**src/rtl/clk_div_pkg.sv**
```systemverilog
// ============================================================================
//  Package   : clk_div_pkg
//  Purpose   : Shared types, defaults and helpers for the clk_div_multi block
//  Revision  : 1.0  initial release
// ============================================================================
`default_nettype none

package clk_div_pkg;

   localparam int C_LOCK_CYCLES_DEF = 16;

   typedef enum logic [0:0] {
      ST_SETTLE = 1'b0,
      ST_LOCKED = 1'b1
   } settle_state_t;

   function automatic int ch_width(input int num_ch);
      return (num_ch <= 2) ? 1 : $clog2(num_ch);
   endfunction

   // Power-up divide for channel idx is 2<<idx, clipped to the largest ratio
   // the divide field can hold.
   function automatic logic [31:0] default_div(input int idx, input int div_w);
      logic [63:0] v;
      logic [63:0] vmax;
      v    = 64'd2 << idx;
      vmax = (64'd1 << div_w) - 64'd1;
      return (v > vmax) ? vmax[31:0] : v[31:0];
   endfunction

endpackage

`default_nettype wire

```
**src/rtl/clk_div_ch.sv**
```systemverilog
// ============================================================================
//  Module    : clk_div_ch
//  Purpose   : One divider channel: shadow/active config, counter, output flops
//  Revision  : 1.0  initial release
// ============================================================================
`default_nettype none

module clk_div_ch #(
   parameter int               DIV_W   = 8,
   parameter logic [DIV_W-1:0] DEF_DIV = 2
) (
   input  logic             clk,
   input  logic             sys_rst,
   input  logic             wr_en,
   input  logic [DIV_W-1:0] wr_div,
   input  logic [DIV_W-1:0] wr_phase,
   input  logic             apply,
   output logic             clk_out,
   output logic             ce_out
);

   logic [DIV_W-1:0] r_sh_div;
   logic [DIV_W-1:0] r_sh_phase;
   logic [DIV_W-1:0] r_div;
   logic [DIV_W-1:0] r_cnt;
   logic             r_clk_out;
   logic             r_ce_out;

   logic [DIV_W-1:0] w_sh_div;
   logic [DIV_W-1:0] w_sh_phase;
   logic [DIV_W-1:0] w_div_next;
   logic [DIV_W-1:0] w_cnt_next;

   // A write in the apply cycle is forwarded so the commit already includes it.
   always_comb begin
      w_sh_div   = wr_en ? wr_div : r_sh_div;
      w_sh_phase = wr_en ? wr_phase : r_sh_phase;
      if (apply) begin
         w_div_next = w_sh_div;
         w_cnt_next = w_sh_phase;
      end else begin
         w_div_next = r_div;
         w_cnt_next = (r_cnt == r_div - DIV_W'(1)) ? '0 : r_cnt + DIV_W'(1);
      end
   end

   always_ff @(posedge clk or negedge sys_rst) begin
      if (!sys_rst) begin
         r_sh_div   <= DEF_DIV;
         r_sh_phase <= '0;
         r_div      <= DEF_DIV;
         r_cnt      <= '0;
         r_clk_out  <= 1'b0;
         r_ce_out   <= 1'b0;
      end else begin
         r_sh_div   <= w_sh_div;
         r_sh_phase <= w_sh_phase;
         r_div      <= w_div_next;
         r_cnt      <= w_cnt_next;
         r_clk_out  <= (w_cnt_next < (w_div_next >> 1));
         r_ce_out   <= (w_cnt_next == w_div_next - DIV_W'(1));
      end
   end

   assign clk_out = r_clk_out;
   assign ce_out  = r_ce_out;

endmodule

`default_nettype wire

```
**src/rtl/clk_div_multi.sv**
```systemverilog
// ============================================================================
//  Module    : clk_div_multi
//  Purpose   : Multi-channel programmable clock divider / enable generator
//  Revision  : 1.0  initial release
// ============================================================================
`default_nettype none

module clk_div_multi
   import clk_div_pkg::*;
#(
   parameter  int NUM_CH      = 4,
   parameter  int DIV_W       = 8,
   parameter  int LOCK_CYCLES = C_LOCK_CYCLES_DEF,
   localparam int CH_W        = ch_width(NUM_CH)
) (
   input  logic              clk,
   input  logic              sys_rst,
   input  logic              cfg_we,
   input  logic [CH_W-1:0]   cfg_ch,
   input  logic [DIV_W-1:0]  cfg_div,
   input  logic [DIV_W-1:0]  cfg_phase,
   input  logic              cfg_apply,
   output logic              cfg_err,
   output logic [NUM_CH-1:0] clk_out,
   output logic [NUM_CH-1:0] ce_out,
   output logic              locked
);

   localparam int CNT_W = (LOCK_CYCLES < 2) ? 1 : $clog2(LOCK_CYCLES);

   settle_state_t    r_state;
   logic [CNT_W-1:0] r_settle_cnt;
   logic             r_locked;
   logic             r_cfg_err;
   logic             w_bad;
   logic             w_wr_ok;

   // One extra bit on the channel index so NUM_CH itself is representable.
   assign w_bad   = (cfg_div < DIV_W'(2)) || (cfg_phase >= cfg_div) ||
                    ({1'b0, cfg_ch} >= (CH_W+1)'(NUM_CH));
   assign w_wr_ok = cfg_we && !w_bad;

   for (genvar g = 0; g < NUM_CH; g++) begin : g_ch
      clk_div_ch #(
         .DIV_W   (DIV_W),
         .DEF_DIV (DIV_W'(default_div(g, DIV_W)))
      ) u_ch (
         .clk      (clk),
         .sys_rst  (sys_rst),
         .wr_en    (w_wr_ok && (cfg_ch == CH_W'(g))),
         .wr_div   (cfg_div),
         .wr_phase (cfg_phase),
         .apply    (cfg_apply),
         .clk_out  (clk_out[g]),
         .ce_out   (ce_out[g])
      );
   end

   always_ff @(posedge clk or negedge sys_rst) begin
      if (!sys_rst) begin
         r_state      <= ST_SETTLE;
         r_settle_cnt <= '0;
         r_locked     <= 1'b0;
         r_cfg_err    <= 1'b0;
      end else begin
         r_cfg_err <= cfg_we && w_bad;
         if (cfg_apply) begin
            r_state      <= ST_SETTLE;
            r_settle_cnt <= '0;
            r_locked     <= 1'b0;
         end else begin
            case (r_state)
               ST_SETTLE: begin
                  if (r_settle_cnt == CNT_W'(LOCK_CYCLES - 1)) begin
                     r_state  <= ST_LOCKED;
                     r_locked <= 1'b1;
                  end else begin
                     r_settle_cnt <= r_settle_cnt + CNT_W'(1);
                  end
               end
               ST_LOCKED: r_locked <= 1'b1;
            endcase
         end
      end
   end

   assign cfg_err = r_cfg_err;
   assign locked  = r_locked;

endmodule

`default_nettype wire

```
**config.mk**
```make
export PLATFORM = sky130hd
export DESIGN_NAME = clk_div_multi
export DESIGN_NICKNAME = d
export VERILOG_FILES = /design/src/rtl/clk_div_pkg.sv /design/src/rtl/clk_div_ch.sv /design/src/rtl/clk_div_multi.sv
export SDC_FILE = /design/constraint.sdc
export NUM_CORES = 1
export LEC_CHECK = 0
export BUFFER_PORTS_ARGS = -buffer_cell sky130_fd_sc_hd__buf_2
export CAP_MARGIN = 20
export CORE_UTILIZATION = 46
export CTS_BUF_LIST = sky130_fd_sc_hd__clkbuf_8
export DETAILED_ROUTE_END_ITERATION = 10
export PLACE_DENSITY = 0.73
export SYNTH_ARGS = -nofsm -noshare
export SYNTH_HDL_FRONTEND = slang
export SYNTH_SLANG_ARGS = --single-unit
```
**constraint.sdc**
```tcl
create_clock -name clk -period 3.1 [get_ports clk]
set_input_delay 0.31 -clock clk [delete_from_list [all_inputs] [get_ports clk]]
set_output_delay 0.31 -clock clk [all_outputs]
set_load 0.01 [all_outputs]
```
==> flow_summary.toml <==
[clock_tree]
tritoncts = "built"
clock_tree.root_cell = "sky130_fd_sc_hd__clkbuf_8"
cts.sink_count = 143
h-tree-depth = 4
path_clk_slew_ns = 0.08
clk_path_buf_depth = 2
clock_insertion_delay_worst_skew_ns = 0.46
cts_buffers = 17

[layout]
fraction_of_layout_cells_with_a_size_suffix_above_1_pct = 36.9
final_core_util_pct = 64.0
finish.instance_area_um2 = 12100
final_cells = 1435
final_net_count = 1230
commonest_cells_after_routing_fill_and_taps_aside = "sky130_fd_sc_hd__buf_4 (190), sky130_fd_sc_hd__dfrtp_1 (135), sky130_fd_sc_hd__inv_1 (74), sky130_fd_sc_hd__nand2_1 (70), sky130_fd_sc_hd__xnor2_1 (63)"
antenna-diode-count = 0
mostFrequentLayoutCell = "sky130_fd_sc_hd__buf_4"
fillers = 1425
area_delta_synth_final_pct = 34.2

[setup_path]
critical_path_cell_by_cell = "buf_4 > or4_4 > o221ai_1 > or3b_4 > o211ai_1 > buf_4 > buf_6 > nand3_4 > and3_4 > nor4_2 > o2bb2a_2 > a211oi_2"
critical_path_arrival_ns = 3.64
timing.critical_path.from_type = "flip-flop"
worst-path-buf-inv = 3
critPathSlowestCell = "sky130_fd_sc_hd__or4_4"
cp.depth = 12
timing.critical_path.required_ns = 3.48
reg2reg_depth = 12
critical_setup_path_kind = "flip-flop to flip-flop"
critical_path.max_stage_delay_ns = 0.52
timing.critical_path.from = "g_ch[1].u_ch.r_div[0]"
reg2reg_setup_slack_ns = -0.17
reg2reg_from = "g_ch[1].u_ch.r_div[0]"
crit_path_frequent_cell = "sky130_fd_sc_hd__buf_4"
cp_endpoint = "g_ch[1].u_ch.ce_out"
path_delay_family = "simple AND/OR/NAND/NOR gates"
cp_max_fo = 3
end_of_the_worst_register_to_register_path = "g_ch[1].u_ch.ce_out"
crit_path_end_kind = "flip-flop"

[floorplanning]
dieArea_um2 = 20200
boundaryPins = 32
die_w_um = 142
std_cell_rows = 50
floorplan.die.height_um = 142
core_um2 = 19000
initial_core_util_pct = 47.7

[synth]
number_of_enable_type_register_cells_in_the_synthesized_netlist = 0
sequential_cell_area_fraction_in_the_yosys_report_pct = 39.7
yosysWarnings = 0
synth_top_area_share_pct = 37.4
synthArstFlopShare_pct = 100
synth.mux.area_fraction_pct = 7.27
ys_types = 85
synth_top_family_by_area = "compound AO/OA/AOI/OAI gates"
synth_top_area_cell = "sky130_fd_sc_hd__dfrtp_1"
syn_area_um2 = 9040
synthSimpleGateAreaFrac_pct = 15.8
netlist_top_cells_area = "sky130_fd_sc_hd__dfrtp_1 (37%), sky130_fd_sc_hd__ha_1 (6.2%), sky130_fd_sc_hd__xnor2_1 (6.2%)"
synth_compound_gate_area_share_pct = 16.4
leading_register_cell_type_out_of_synthesis = "sky130_fd_sc_hd__dfrtp_1"
synth.ff_latch_count = 143
synth-xor-area-share_pct = 8.92
synth_fp_nets = 1002
area_share_of_fa_ha_maj_cells_after_synthesis_pct = 6.23
syn_avg_cell_area_um2 = 9.67
synthCells = 935

[pwr]
power_density_cells_nw_per_um2 = 720
power.leakage_nw = 5.71
vdd_drop_max_mv = 0.486
p_total_mw = 8.74

[placed_design]
dp_cells = 1380
preCtsSetupSlack_ns = -0.591
portBuffers = 31
hpwl_um = 18200
gp_congestion = 1.02
postPlaceCellArea_um2 = 10900

[sta]
fin_crit_ns = 3.27
timing.final.crit_share_pct = 105
maxSlewViolCount = 0
worst_pin_slew_ns = 0.743
max_slew_margin_pct = 50.5
finalHoldWorstSlack_ns = 0.215
achievable-frequency_mhz = 306
final.setup.tns_ns = -0.453
final_hold_vios = 0
final_setup_violations = 4
rsz0062_at_grt = "yes"
worst_clock_skew_ns = 0.0105
worst_slack_ns = -0.165

[global_routing]
grt_pass1_vias = 7971
grt_antenna_before_repair = 0
gr-usage-all-layers_pct = 25.8
grt_start_max_net_pins = 79
globalRouteOverflowTotal = 0
grt_first_pass_wirelength_um = 40200

[route]
post_drt_via_cell_ratio = 5.56
drt_pass1_iterations = 5
first_iter_violations = 628
wl_um = 25700
wl_per_cell_um = 17.9
vias = 7977
antenna_left = 0
detail_route.drc_violations = 0

[status]
violations = "setup timing"
status = "finished with violations"

[run]
maxCapViolCount = 0

[worst_hold_path]
min_path_type = "input port to flip-flop"
[sequential cells by signal, summed over array words and instances (netlist names)]
| signal | count |
|---|---|
| locked | 1 |
| r_state | 1 |
| g_ch.u_ch.r_div | 32 |
| g_ch.u_ch.r_sh_phase | 32 |
| cfg_err | 1 |
| g_ch.u_ch.ce_out | 4 |
| g_ch.u_ch.r_sh_div | 32 |
| g_ch.u_ch.clk_out | 4 |
| g_ch.u_ch.r_cnt | 32 |
| r_settle_cnt | 4 |
[cell families after synthesis]
logic type | Yosys count
AO/OA/AOI/OAI | 189
XOR/XNOR | 92
adder cells (fa/ha/maj) | 45
buffers and inverters | 124
flip-flops | 143
multiplexers | 62
AND/OR/NAND/NOR | 280
[synth_stat cells (21+ instances only)]
| library cell | count |
|---|---|
| sky130_fd_sc_hd__inv_1 | 82 |
| sky130_fd_sc_hd__o21ai_0 | 21 |
| sky130_fd_sc_hd__nor2_1 | 60 |
| sky130_fd_sc_hd__mux2i_1 | 33 |
| sky130_fd_sc_hd__ha_1 | 45 |
| sky130_fd_sc_hd__xnor2_1 | 64 |
| sky130_fd_sc_hd__dfrtp_1 | 135 |
| sky130_fd_sc_hd__nand3_1 | 32 |
| sky130_fd_sc_hd__xor2_1 | 28 |
| sky130_fd_sc_hd__a21oi_1 | 26 |
| sky130_fd_sc_hd__nand2_1 | 73 |
[power by group]
group	total (mW)	internal [mW]	switching, mW
Clock	1.56	0.839	0.724
Sequential	2.75	2.37	0.385
Combinational	4.42	2.20	2.23
Total	8.74	5.40	3.34
[how the worst min path moves through the flow]
stage	start	to	cells after the start
finish	cfg_div[1]	g_ch[0].u_ch.r_sh_div[1]	3
global route	cfg_div[1]	g_ch[0].u_ch.r_sh_div[1]	3
CTS	cfg_div[1]	g_ch[0].u_ch.r_sh_div[1]	3
detailed placement	sys_rst	g_ch[2].u_ch.r_div[6]	1
global placement	sys_rst	g_ch[2].u_ch.r_cnt[5]	1
floorplan	sys_rst	cfg_err	0
[metal layers]
metal	global-route usage (%)	up-vias	wire, um	part of all wire (%)
met5	0	-	0	0
met3	4.17	68	1130	4.4
met2	43.1	224	12700	50
met4	10.4	0	893	3.5
li1	-	3784	-	-
met1	33.4	3901	10900	43
[worst register-to-register path, cell delays in order, from the launching register on]
cell and delay, ns:
sky130_fd_sc_hd__dfrtp_1 0.39, sky130_fd_sc_hd__buf_4 0.15, sky130_fd_sc_hd__or4_4 0.53, sky130_fd_sc_hd__o221ai_1 0.19
sky130_fd_sc_hd__or3b_4 0.42, sky130_fd_sc_hd__o211ai_1 0.29, sky130_fd_sc_hd__buf_4 0.19, sky130_fd_sc_hd__buf_6 0.10
sky130_fd_sc_hd__nand3_4 0.09, sky130_fd_sc_hd__and3_4 0.20, sky130_fd_sc_hd__nor4_2 0.20, sky130_fd_sc_hd__o2bb2a_2 0.25
sky130_fd_sc_hd__a211oi_2 0.21
[timing repair]
action                     CTS  global route
setup endpoints to repair    5             9
buffers inserted            11            15
hold endpoints to repair    74             0
pin swaps                   20            28
gates resized for setup     43            77
hold buffers                 1             0
[final cells by class]
cell class	instances	area (um^2)	area share, %
inverter	92	347	2.86
sequential	143	3590	29.6
multi-input combinational	668	5600	46.2
timing repair buffer	241	1840	15.2
tap	260	325	2.68
clock inverter	8	104	0.856
clock buffer	23	317	2.61
(Power assumes the default switching activity.)
